[src/rtl/output_argmax_classifier.sv]
// output_argmax_classifier: final DNN stage. Pairs the two output-layer scores,
// registers the winning class and |score0-score1|, and holds the result until
// the consumer acknowledges it. Also keeps a wrapping result count and a sticky
// flag for strobes that arrived while no capture was possible.
//
// Handshake: class_valid rises with a new result and stays high, with class_out
// and margin stable, until a rising edge samples class_ack=1; that edge clears
// class_valid. class_ack is ignored while class_valid=0. Strobes sampled on the
// acknowledging edge are captured as if the block were idle.
module output_argmax_classifier #(
  parameter int output_width = 17,
  parameter int CNT_W        = 8
) (
  input  logic                           clk,
  input  logic                           rst_n,
  input  logic signed [output_width-1:0] in0,
  input  logic signed [output_width-1:0] in1,
  input  logic                           in0_ready,
  input  logic                           in1_ready,
  input  logic                           class_ack,
  output logic                           class_out,
  output logic        [output_width:0]   margin,
  output logic                           class_valid,
  output logic        [CNT_W-1:0]        class_count,
  output logic                           drop_err,
  output logic        [1:0]              dbg_state
);

  typedef enum logic [1:0] {
    S_IDLE    = 2'd0,
    S_PARTIAL = 2'd1,
    S_CALC    = 2'd2,
    S_HOLD    = 2'd3
  } state_t;

  state_t                    r_state;
  state_t                    w_state_nxt;
  logic [output_width-1:0]   r_cap0;
  logic [output_width-1:0]   r_cap1;
  logic                      r_got0;
  logic                      r_got1;
  logic                      r_class;
  logic [output_width:0]     r_margin;
  logic                      r_valid;
  logic [CNT_W-1:0]          r_count;
  logic                      r_drop;

  logic                      w_cap_en;
  logic                      w_drop;
  logic                      w_g0;
  logic                      w_g1;
  logic [output_width:0]     w_diff;
  logic                      w_neg;
  logic [output_width:0]     w_abs;

  // Difference computed one bit wider than the scores so it can never overflow.
  always_comb begin
    w_diff = {r_cap0[output_width-1], r_cap0} - {r_cap1[output_width-1], r_cap1};
    w_neg  = w_diff[output_width];
    w_abs  = w_neg ? (~w_diff + {{output_width{1'b0}}, 1'b1}) : w_diff;
  end

  // Next-state, capture-enable and drop detection.
  always_comb begin
    w_state_nxt = r_state;
    w_cap_en    = 1'b0;
    w_drop      = 1'b0;
    w_g0        = r_got0 | in0_ready;
    w_g1        = r_got1 | in1_ready;
    case (r_state)
      S_IDLE, S_PARTIAL: w_cap_en = 1'b1;
      S_CALC: begin
        w_drop      = in0_ready | in1_ready;
        w_state_nxt = S_HOLD;
      end
      S_HOLD: begin
        if (class_ack) w_cap_en = 1'b1;
        else           w_drop   = in0_ready | in1_ready;
      end
      default: w_state_nxt = S_IDLE;
    endcase
    if (w_cap_en) begin
      if (w_g0 && w_g1)      w_state_nxt = S_CALC;
      else if (w_g0 || w_g1) w_state_nxt = S_PARTIAL;
      else                   w_state_nxt = S_IDLE;
    end
  end

  // State register.
  always_ff @(posedge clk or negedge rst_n) begin
    if (!rst_n) r_state <= S_IDLE;
    else        r_state <= w_state_nxt;
  end

  // Score capture and got flags; flags clear once the pair is consumed.
  always_ff @(posedge clk or negedge rst_n) begin
    if (!rst_n) begin
      r_cap0 <= '0;
      r_cap1 <= '0;
      r_got0 <= 1'b0;
      r_got1 <= 1'b0;
    end else if (r_state == S_CALC) begin
      r_got0 <= 1'b0;
      r_got1 <= 1'b0;
    end else if (w_cap_en) begin
      if (in0_ready) begin
        r_cap0 <= in0;
        r_got0 <= 1'b1;
      end
      if (in1_ready) begin
        r_cap1 <= in1;
        r_got1 <= 1'b1;
      end
    end
  end

  // Result registers, valid flag and wrapping count.
  always_ff @(posedge clk or negedge rst_n) begin
    if (!rst_n) begin
      r_class  <= 1'b0;
      r_margin <= '0;
      r_valid  <= 1'b0;
      r_count  <= '0;
    end else if (r_state == S_CALC) begin
      r_class  <= w_neg;
      r_margin <= w_abs;
      r_valid  <= 1'b1;
      r_count  <= r_count + {{(CNT_W-1){1'b0}}, 1'b1};
    end else if (r_state == S_HOLD && class_ack) begin
      r_valid  <= 1'b0;
    end
  end

  // Sticky drop flag; only reset clears it.
  always_ff @(posedge clk or negedge rst_n) begin
    if (!rst_n)      r_drop <= 1'b0;
    else if (w_drop) r_drop <= 1'b1;
  end

  assign class_out   = r_class;
  assign margin      = r_margin;
  assign class_valid = r_valid;
  assign class_count = r_count;
  assign drop_err    = r_drop;
  assign dbg_state   = r_state;

endmodule
[config.mk]
export PLATFORM = sky130hd
export DESIGN_NAME = output_argmax_classifier
export DESIGN_NICKNAME = d
export VERILOG_FILES = /design/src/rtl/output_argmax_classifier.sv
export SDC_FILE = /design/constraint.sdc
export NUM_CORES = 1
export LEC_CHECK = 0
export BUFFER_PORTS_ARGS = -buffer_cell sky130_fd_sc_hd__buf_4
export CORE_UTILIZATION = 55
export CTS_BUF_LIST = sky130_fd_sc_hd__clkbuf_4
export DETAILED_ROUTE_END_ITERATION = 6
export MAX_ROUTING_LAYER = met4
export PLACE_DENSITY_LB_ADDON = 0.3
export SLEW_MARGIN = 40
export SYNTH_ARGS = -nofsm -noshare
export SYNTH_HDL_FRONTEND = slang
export SYNTH_SLANG_ARGS = --single-unit
[constraint.sdc]
create_clock -name clk -period 7.3 [get_ports clk]
set_clock_uncertainty 0.2 [all_clocks]
set_input_delay 2.19 -clock clk [delete_from_list [all_inputs] [get_ports clk]]
set_output_delay 2.19 -clock clk [all_outputs]
set_load 0.1 [all_outputs]
; Word-level counts from Yosys, hierarchy flattened
; Cells that the tools add are included.
[word_totals]
reg_bits = 67
input_bits = 39
out_inout_bits = 31
[classes]
addsub = 3
n_eq_ne = 3
muxes = 17
bitwise = 5
n_reduce_logical = 13
[ops]
columns = operator, count
row1 = $add A18 B1 Y18 const B, 1
row2 = $mux W18, 1
row3 = $not A18 Y18, 1
row4 = $sub A17 B17 Y18, 1
row5 = $mux W1, 11
row6 = $add A8 B1 Y8 const B, 1
row7 = $reduce_bool A2 Y1, 4
row8 = $mux W2, 3
row9 = $reduce_and A3 Y1, 2
row10 = $eq A2 B2 Y1 const B, 2
row11 = $pmux W1 S2, 2
row12 = $reduce_and A2 Y1, 2
row13 = $or A1 B1 Y1, 3
row14 = $eq A2 B1 Y1 const B, 1
row15 = $logic_and A1 B1 Y1, 2
row16 = $logic_not A2 Y1, 1
row17 = $reduce_or A2 Y1, 1
row18 = $logic_or A1 B1 Y1, 1
row19 = $not A1 Y1, 1

; Depth between registers and ports, before layout
; Gate-level depths: netlist of run 1.
[depth]
word_depth = 5
mapped_depth = 12
depth_no_buf = 12

; Worst setup path before layout of run 1
; No wires, ideal clock.
[synth_path]
path_kind = input to register
start = input class_ack
end = register r_cap0[10]
setup_time_ns = 0.125
t_arrival_ns = 3.384
t_required_ns = 6.975
setup_slack_ns = 3.592
path_stages = 5
path_buffers = 1
path_cell_list = nand2_1 -> nand2_1 -> nand2_1 -> clkbuf_1 -> mux2_2
[synth_between]
elab_chain_len = 3
[synth_rtl]
columns = item, line
row1 = "start, declared", 20  ; input logic class_ack,
row2 = $mux W1, 77  ; if (class_ack) w_cap_en = 1'b1;
row3 = $pmux W1 S2, 70  ; case (r_state)
row4 = $reduce_and A3 Y1 (no line), --
row5 = "end signal, assigned", 107  ; r_cap0 <= in0;
row6 = "end, declared", 38  ; logic [output_width-1:0] r_cap0;
; No other way between the ends.
; A chain may end at the register's enable or synchronous reset.

; Worst setup path in the final report of run 1
[layout_path]
start = register r_count[4] (netlist: class_count[4])
end = output class_count[4]
[layout_rtl]
columns = item, line
row1 = "start, declared", 45  ; logic [CNT_W-1:0] r_count;
row2 = "start signal, assigned", 128  ; r_count <= r_count + {{(CNT_W-1){1'b0}}, 1'b1};
row3 = "end, declared", 24  ; output logic [CNT_W-1:0] class_count,
; No word-level cell between the ends.

==> results of run 1 <==
[metrics by stage]
step / cell area, um2 / util (%) / std cells
2_1_floorplan: 3780 / - / 371
3_3_place_gp: 4360 / 67.1 / 508
3_5_place_dp: 4360 / 67.1 / 508
4_1_cts: 4470 / 68.9 / 524
5_1_grt: 4480 / 69.0 / 524
6_report: 4480 / 69.0 / 524
[placed cells by master (no fill, tap or decap), drive strengths merged, types with 17 or more instances in the layout]
master  netlist  layout
dfrtp        67      67
ha           20      20
a21oi        17      17
o21ai        33      33
xor2         19      19
mux2         34      34
nand2        51      51
inv          20      20
xnor2        17      17
buf           2      70
[state kept, by name, indices dropped and copies added (netlist names)]
signal       cells
class_count      8
class_out        1
class_valid      1
dbg_state        2
drop_err         1
margin          18
r_cap0          17
r_cap1          17
r_got0           1
r_got1           1
[worst register-to-register path: cells and delay by family, from the launching register on]
kind	cells	cell delay (ps)
XOR/XNOR	1	180
flip-flops	1	410
AO/OA/AOI/OAI	6	1580
adder cells (fa/ha/maj)	1	350
AND/OR/NAND/NOR	2	410
[layout make-up]
type	count	area, um2	share of cell area, %
sequential	67	1680	37.4
inverter	20	75.1	1.67
timing repair buffer	70	529	11.8
clock inverter	7	45.0	1.00
tap	77	96.3	2.15
clock buffer	9	67.6	1.51
multi-input combinational	274	1990	44.5
[logic make-up after synthesis]
group / Yosys count / share of synthesized area (%)
AO/OA/AOI/OAI: 78 / 13.4
XOR/XNOR: 36 / 8.34
adder cells (fa/ha/maj): 21 / 7.15
buffers and inverters: 30 / 3.11
flip-flops: 67 / 44.3
multiplexers: 35 / 10.4
AND/OR/NAND/NOR: 104 / 13.3
[final timing paths]
path,to,depth (start not counted)
max in group asynchronous,r_cap1[6]$_DFFE_PN0P_,1
min in group asynchronous,margin[3]$_DFFE_PN0P_,1
worst max-delay path,class_count[4],1
worst min register to register,r_got0$_DFFE_PN0P_,2
worst min-delay path,r_got0$_DFFE_PN0P_,2
worst max register to register,margin[6]$_DFFE_PN0P_,10
[routing by layer]
| metal | vias up | global-route usage [%] | wire, um |
|---|---|---|---|
| met5 | - | - | 0 |
| li1 | 1425 | - | - |
| met4 | 0 | 8.17 | 110 |
| met1 | 1347 | 26.4 | 3300 |
| met2 | 60 | 36.2 | 3390 |
| met3 | 11 | 4.57 | 239 |
==> impl_results.md, run 1 <==
* FF-to-FF Start: r_cap0[4]$_DFFE_PN0P_
* Max Freq at 281 MHz
* Syn avg cell area at 10.2 um2
* #FFs+latches synth at 67
* Worst-path cell chain: buf_4
* Starting Density at 58.2%
* CP Capture Type: primary output
* Layout cells sized above 1 at 30.4%
* Vias at 2843
* Ranking of synthesized cells by area: dfrtp_1 (44%), mux2_2 (10%), ha_1 (6.6%), nand2_1 (5.1%), xor2_1 (4.4%)
* Clock Pin Slew Worst Setup and Hold Paths at 130 ps
* Synth cell types at 49
* Synthesized area at 0.00378 mm2
* Count leader, synth: dfrtp_1
* CTS Sinks at 67
* Die width at 84.9 um
* Yosys Warn Count at 0
* DR WL/cell at 13.4 um
* Buf+Inv Stages, Crit Path at 1
* Slew headroom at 44.9%
* IO Count at 70
* Core area at 0.00649 mm2
* Row cnt at 29
* Pins Over Slew Limit at 0
* Launching element type of the critical path: register
* CP Max Fanout at 4
* Synth cell count leaders: dfrtp_1 (67), nand2_1 (51), mux2_2 (34)
* Setup CP Type: register to primary output
* Setup_tns at 0 ps
* Largest area contributor in the netlist: dfrtp_1
* Syn nets at 431
* # fillers at 494
* Pre-antenna DRT Iters at 7
* Post-CTS Setup Bufs at 0
* Routability cong. at 0.875
* Vias in the first global route at 2773
* Vias per inst at 5.43
* Fin worst setup slack at 3740 ps
* Ant. Diodes at 0
* # nets final at 502
* Drc violations at 9
* Ys flop type: dfrtp_1
* Root Driver: clkbuf_4
* Worst EP arrival at 1170 ps
* Final hold vios at 0
* Deepest clock path buffer count at 2
* Synthesized instance count at 371
* Failing checks: design-rule violations
* Max_cap viols at 0
* Worst Setup SP: class_count[4]$_DFFE_PN0P_
* Outcome: finished with violations
* Hold_buf cts at 0
* Yosys top cell area share at 44.3%
* Routed wire length at 7040 um
* Clk_lat worst skew at 410 ps
* Place WS at 3420 ps
* Part of the Yosys area used for sequential elements at 44.3%
* Worst reg-to-reg setup slack at 4090 ps
* Critical path's top delay family: flip-flops
* GRT Util Overall at 21.8%
* Final Cycle Share at 48.7%
* Fin Hold WS at 285 ps
* Initial antenna violation count at 0
* CTS tree: yes
* HP Class: register to register
* CP peak stage delay at 440 ps
* TritonCTS buffer count at 9
* Max stage delay cell, worst path: dfrtp_1
* Die area at 0.00721 mm2
* Synth-to-layout area growth at 18.6%
* Chip height at 84.9 um
* Final critical-path required period at 3560 ps
* First-pass GRT wire length at 12100 um
* Worst Max-Slew Pin Slew at 824 ps
* Final setup viols at 0
* Post-CTS sizing at 0
* Largest net degree at the start of global routing at 68
* Async SR Flop Fraction at 100%
* HPWL after DPL at 5390 um
* H-tree Lvls at 3
* RSZ-0062 raised after global routing: false
* PortBufs at 69
* Number of enable flip-flop cells after synthesis at 0
* Worst Path Required at 4910 ps
* DR iter-0 viols at 119
* Min-delay src: r_got0$_DFFE_PN0P_
* Total congestion overflow at 0
* Antenna-violating nets left at 0
Power of run 1 is left out: the tool's default activity adds up to more than one toggle a clock period on the data nets, which glitch-free logic cannot reach.
==> run 2, diff against run 1 <==
==> constraint.sdc (replaced) <==
create_clock -name clk -period 3.65 [get_ports clk]
set_clock_uncertainty 0.2 [all_clocks]
set_input_delay 1.095 -clock clk [delete_from_list [all_inputs] [get_ports clk]]
set_output_delay 1.095 -clock clk [all_outputs]
set_load 0.1 [all_outputs]
==> run 2 against run 1 <==
- worst hold slack improved by 4.7 ps
- non-clock buffer count rose by 2
- critical endpoint is now margin[17]$_DFFE_PN0P_
- the flow still finishes with violations (design-rule violations)
- utilization increased by 0.91 points
- sequential cell count unchanged
- final cell count increased by 0.38%
- design area rose by 1.3%
- largest cell class unchanged
==> impl_results.md, run 2 (synthesis results as in run 1) <==
* Vias at 2823 (-0.70%)
* Ant. Diodes at 0 (unchanged)
* Clk_lat worst skew at 410 ps (about the same)
* Min-delay src: class_count[7]$_DFFE_PN0P_
* Antenna-violating nets left at 0 (unchanged)
* IO Count at 70 (unchanged)
* Max_cap viols at 0 (unchanged)
* Final hold vios at 0 (unchanged)
* Launching element type of the critical path: register
* Initial antenna violation count at 0 (unchanged)
* Setup CP Type: register to register
* HP Class: register to register
* Slew headroom at 61.2% (+16 points)
* Die width at 84.9 um (unchanged)
* Most frequent cells in the layout: buf_4 (71), dfrtp_1 (67), nand2_1 (50)
* Fin Hold WS at 290 ps (+4.72 ps)
* Row cnt at 29 (unchanged)
* RSZ-0062 raised after global routing: false
* FF-to-FF Start: r_cap0[0]$_DFFE_PN0P_
* Deepest clock path buffer count at 2 (unchanged)
* Largest net degree at the start of global routing at 68 (unchanged)
* Total congestion overflow at 0 (unchanged)
* Setup_tns at 0 ps (unchanged)
* CTS Sinks at 67 (unchanged)
* Top Layer Used: met4
* DR iter-0 viols at 127 (+6.7%)
* Max Freq at 327 MHz
* Die area at 0.00721 mm2 (unchanged)
* CP Capture Type: register
* Pre-antenna DRT Iters at 7 (unchanged)
* Final setup viols at 0 (unchanged)
* Worst Max-Slew Pin Slew at 583 ps (-241 ps)
* Vias in the first global route at 2672 (-3.6%)
* DR WL/cell at 13.4 um (+0.10%)
* Clock Pin Slew Worst Setup and Hold Paths at 120 ps (about the same)
* Worst Setup SP: r_cap0[0]$_DFFE_PN0P_
* Worst Path Required at 3790 ps (-1120 ps)
* CP Max Fanout at 4 (unchanged)
* Max reg flops at 18 (unchanged)
* Drc violations at 9 (unchanged)
* Layout cells sized above 1 at 30.7% (+0.31 points)
* Chip height at 84.9 um (unchanged)
* Hold_buf cts at 0 (unchanged)
* Met2 wire length at 3280 um (-3.2%)
* Post-CTS sizing at 0 (unchanged)
* Fin worst setup slack at 595 ps (-3150 ps)
* First-pass GRT wire length at 11900 um (-1.9%)
* Outcome: finished with violations
* CTS tree: yes
* HPWL after DPL at 5350 um (-0.69%)
* Dpl cells at 510 (+0.39%)
* Starting Density at 58.2% (unchanged)
* Commonest non-fill, non-tap cell in the layout: buf_4
* Post-route insts no fill at 526 (+0.38%)
* Post-CTS Setup Bufs at 0 (unchanged)
* GRT Util Overall at 21.6% (-0.24 points)
* Pins Over Slew Limit at 0 (unchanged)
* Routability cong. at 0.878 (+0.40%)
* Met3 Wirelength at 278 um (+16%)
* DRT met1 WL at 3360 um (+1.9%)
* Place WS at 632 ps (-2790 ps)
* # nets final at 504 (+0.40%)
* Synth-to-layout area growth at 20.1%
* Final critical-path required period at 3050 ps
* Worst reg-to-reg setup slack at 600 ps (-3490 ps)
* Worst EP arrival at 3190 ps (+2020 ps)
* Final Cycle Share at 83.7%
* TritonCTS buffer count at 9 (unchanged)
* Routed wire length at 7070 um (+0.48%)
* Root Driver: clkbuf_4
* Core area at 0.00649 mm2 (unchanged)
* Vias per inst at 5.37 (-1.1%)
* PortBufs at 69 (unchanged)
* H-tree Lvls at 3 (unchanged)
* Failing checks: design-rule violations
[run 2: final timing paths]
check,cells past startpoint,endpoint
worst max-delay path,12,margin[17]$_DFFE_PN0P_
worst min-delay path,1,class_count[7]$_DFFE_PN0P_
worst max register to register,12,margin[17]$_DFFE_PN0P_
worst min register to register,1,class_count[7]$_DFFE_PN0P_
max in group asynchronous,1,r_cap1[11]$_DFFE_PN0P_
min in group asynchronous,1,margin[3]$_DFFE_PN0P_
[run 2: metrics by stage]
step,util (%),area [um2]
global route,69.9,4540
CTS,69.8,4540
global placement,67.4,4380
floorplan,-,3780
finish,69.9,4540
detailed placement,67.4,4380
[run 2: worst max-delay path, stage by stage (launching register included)]
cell and delay, ps:
dfrtp_1 360, inv_1 50, ha_1 220, fa_1 390, nand2b_1 190, a21oi_2 200, o21bai_1 170, a211oi_1 340
nor2_1 130, mux2i_1 280, and4_1 220, nand2_1 60, o31ai_2 160
[run 2: cell type report]
type                            instances  area (um2)
Fill cell                             538        1950
Timing Repair Buffer                   72         544
Multi-Input combinational cell        274        1990
Clock inverter                          7        92.6
Tap cell                               77        96.3
Sequential cell                        67        1680
Inverter                               20        75.1
Clock buffer                            9        67.6
[run 2: routing by layer]
layer	global-route usage, %	up-vias
met4	9.86	0
met5	-	-
met2	33.6	77
met3	3.79	17
li1	-	1424
met1	27.8	1305
Power of run 2 is left out for the same reason.
==> run 3, diff against run 2 <==
==> constraint.sdc (replaced) <==
create_clock -name clk -period 3.1 [get_ports clk]
set_clock_uncertainty 0.2 [all_clocks]
set_input_delay 0.93 -clock clk [delete_from_list [all_inputs] [get_ports clk]]
set_output_delay 0.93 -clock clk [all_outputs]
set_load 0.1 [all_outputs]
==> run 3 against run 2 <==
- the run still ends with design-rule violations left
- via count increased by 2.2%
- routed wire length shrank 1.8%
- critical path depth shrank 2
- first-iteration DRC count fell by 24%
- worst hold slack lost 7.1 ps
- clock-buffer cell count stayed put
- design area increased by 1.3%
- utilization up 0.89 points
- setup slack got worse by 490 ps
==> impl_results.md, run 3 (synthesis results as in run 1) <==
* Outcome: finished with violations
* Failing checks: design-rule violations
* Max stage delay cell, worst path: or4_4
* Worst Max-Slew Pin Slew at 598 ps (+15.5 ps)
* Gr busiest metal: met2
* Pre-antenna DRT Iters at 7 (unchanged)
* Clock Pin Slew Worst Setup and Hold Paths at 110 ps (about the same)
* Final setup viols at 0 (unchanged)
* Drc violations at 9 (unchanged)
* Root Driver: clkbuf_4
* Clk_lat worst skew at 420 ps (about the same)
* Max reg flops at 18 (unchanged)
* Setup_tns at 0 ps (unchanged)
* Synth-to-layout area growth at 21.6%
* Worst-path cell chain: ha_1 > o211ai_1 > a21oi_2 > or4_4 > a211oi_2 > o211ai_1 > nor3_2 > a41oi_2 > xnor2_1 > o21ai_1
* Post-route cell area at 0.00460 mm2 (+1.3%)
* Launching element type of the critical path: register
* CP peak stage delay at 540 ps (+150 ps)
* Reg2reg end: margin[16]$_DFFE_PN0P_
* CP Capture Type: register
* Total congestion overflow at 0 (unchanged)
* Starting Density at 58.2% (unchanged)
* Met1 usage at 26.5% (-1.3 points)
* Routed wire length at 6950 um (-1.8%)
* Buf+Inv Stages, Crit Path at 0 (-1)
* Final critical-path required period at 2990 ps (-63.7 ps)
* Worst reg-to-reg setup slack at 110 ps (-490 ps)
* CTS Sinks at 67 (unchanged)
* TritonCTS buffer count at 9 (unchanged)
* Setup CP Type: register to register
* Max_cap viols at 0 (unchanged)
* # fillers at 509 (-5.4%)
* Layout cells sized above 1 at 33.0% (+2.3 points)
* Critical path's top delay family: compound AO/OA/AOI/OAI gates
* Ant. Diodes at 0 (unchanged)
* Commonest non-fill, non-tap cell in the layout: buf_4
* Most frequent cells in the layout: buf_4 (76), dfrtp_1 (67), nand2_1 (51)
* RSZ-0062 raised after global routing: false
* Die width at 84.9 um (unchanged)
* # nets final at 509 (+0.99%)
* Final Cycle Share at 96.5% (+13 points)
* Antenna-violating nets left at 0 (unchanged)
* Die area at 0.00721 mm2 (unchanged)
* Worst Setup SP: r_cap0[3]$_DFFE_PN0P_
* FF-to-FF Start: r_cap0[3]$_DFFE_PN0P_
* Vias at 2885 (+2.2%)
* Chip height at 84.9 um (unchanged)
* Post-DP Area at 0.00440 mm2 (+0.51%)
* Worst EP arrival at 3080 ps (-110 ps)
* Max Freq at 334 MHz (+2.1%)
* Met3 GRT Util at 3.50% (-0.29 points)
* HP Class: primary input to asynchronous set/reset pin
* DR iter-0 viols at 96 (-24%)
* First-pass GRT wire length at 11400 um (-3.8%)
* Initial antenna violation count at 0 (unchanged)
* R2R cell count at 10 (-2)
* Worst Path Required at 3190 ps (-600 ps)
* HPWL after DPL at 5290 um (-1.2%)
* CP Max Fanout at 5 (+1)
* Routability cong. at 0.892 (+1.5%)
* H-tree Lvls at 3 (unchanged)
* GRT Util Overall at 20.7% (-0.93 points)
* IO Count at 70 (unchanged)
* CTS tree: yes
* Vias per inst at 5.43 (+1.2%)
* Grt met2 use at 32.7% (-0.89 points)
* Row cnt at 29 (unchanged)
* Pins Over Slew Limit at 0 (unchanged)
* Core area at 0.00649 mm2 (unchanged)
* Most frequent cell on the critical path: o211ai_1
* Largest net degree at the start of global routing at 68 (unchanged)
* Deepest clock path buffer count at 2 (unchanged)
* PortBufs at 69 (unchanged)
* Hold_buf cts at 0 (unchanged)
* Slew headroom at 60.1% (-1.0 points)
* Final hold vios at 0 (unchanged)
* Vias in the first global route at 2605 (-2.5%)
* DR WL/cell at 13.1 um (-2.7%)
[run 3: cell types whose count changed in the layout (fill, tap and decap cells not counted), sizes merged]
cell	change
buf	+5
bufinv	-1
clkinv	+1
[run 3: per-stage QoR]
step / setup WS [ps] / hold slack [ps] / util, % / instances
2_1_floorplan: 351 / 239 / - / 371
3_3_place_gp: 172 / 251 / 67.7 / 513
3_5_place_dp: 99.5 / 256 / 67.7 / 513
4_1_cts: 69.1 / 286 / 69.8 / 529
5_1_grt: 10.2 / 296 / 70.8 / 531
6_report: 109 / 283 / 70.8 / 531
[run 3: how the worst max path moves through the flow]
stage	slack (ps)	depth (start not counted)	end
3_5_place_dp	100	12	margin[16]$_DFFE_PN0P_
6_report	110	10	margin[16]$_DFFE_PN0P_
2_1_floorplan	350	12	margin[16]$_DFFE_PN0P_
4_1_cts	70	12	margin[17]$_DFFE_PN0P_
3_3_place_gp	170	12	margin[17]$_DFFE_PN0P_
5_1_grt	10	11	margin[11]$_DFFE_PN0P_
[run 3: repair_timing]
action | in CTS | in global routing
endpoints found under the setup margin | 0 | 9
gates resized for setup | 0 | 10
setup buffers | 0 | 2
[run 3: layout make-up]
type | count | area, um2 | share of cell area [%]
clock buffers | 9 | 67.6 | 1.47
clock inverters | 7 | 68.8 | 1.50
inverters | 20 | 75.1 | 1.63
multi-input cells | 274 | 2030 | 44.2
flip-flops and latches | 67 | 1680 | 36.5
well taps | 77 | 96.3 | 2.09
repair buffers | 77 | 582 | 12.6
[run 3: layer usage]
layer	part of all wire, %	wire length, um
met5	0	0
met4	1.0	72
met3	4.6	320
met2	48	3320
met1	47	3230
Power of run 3 is left out for the same reason.
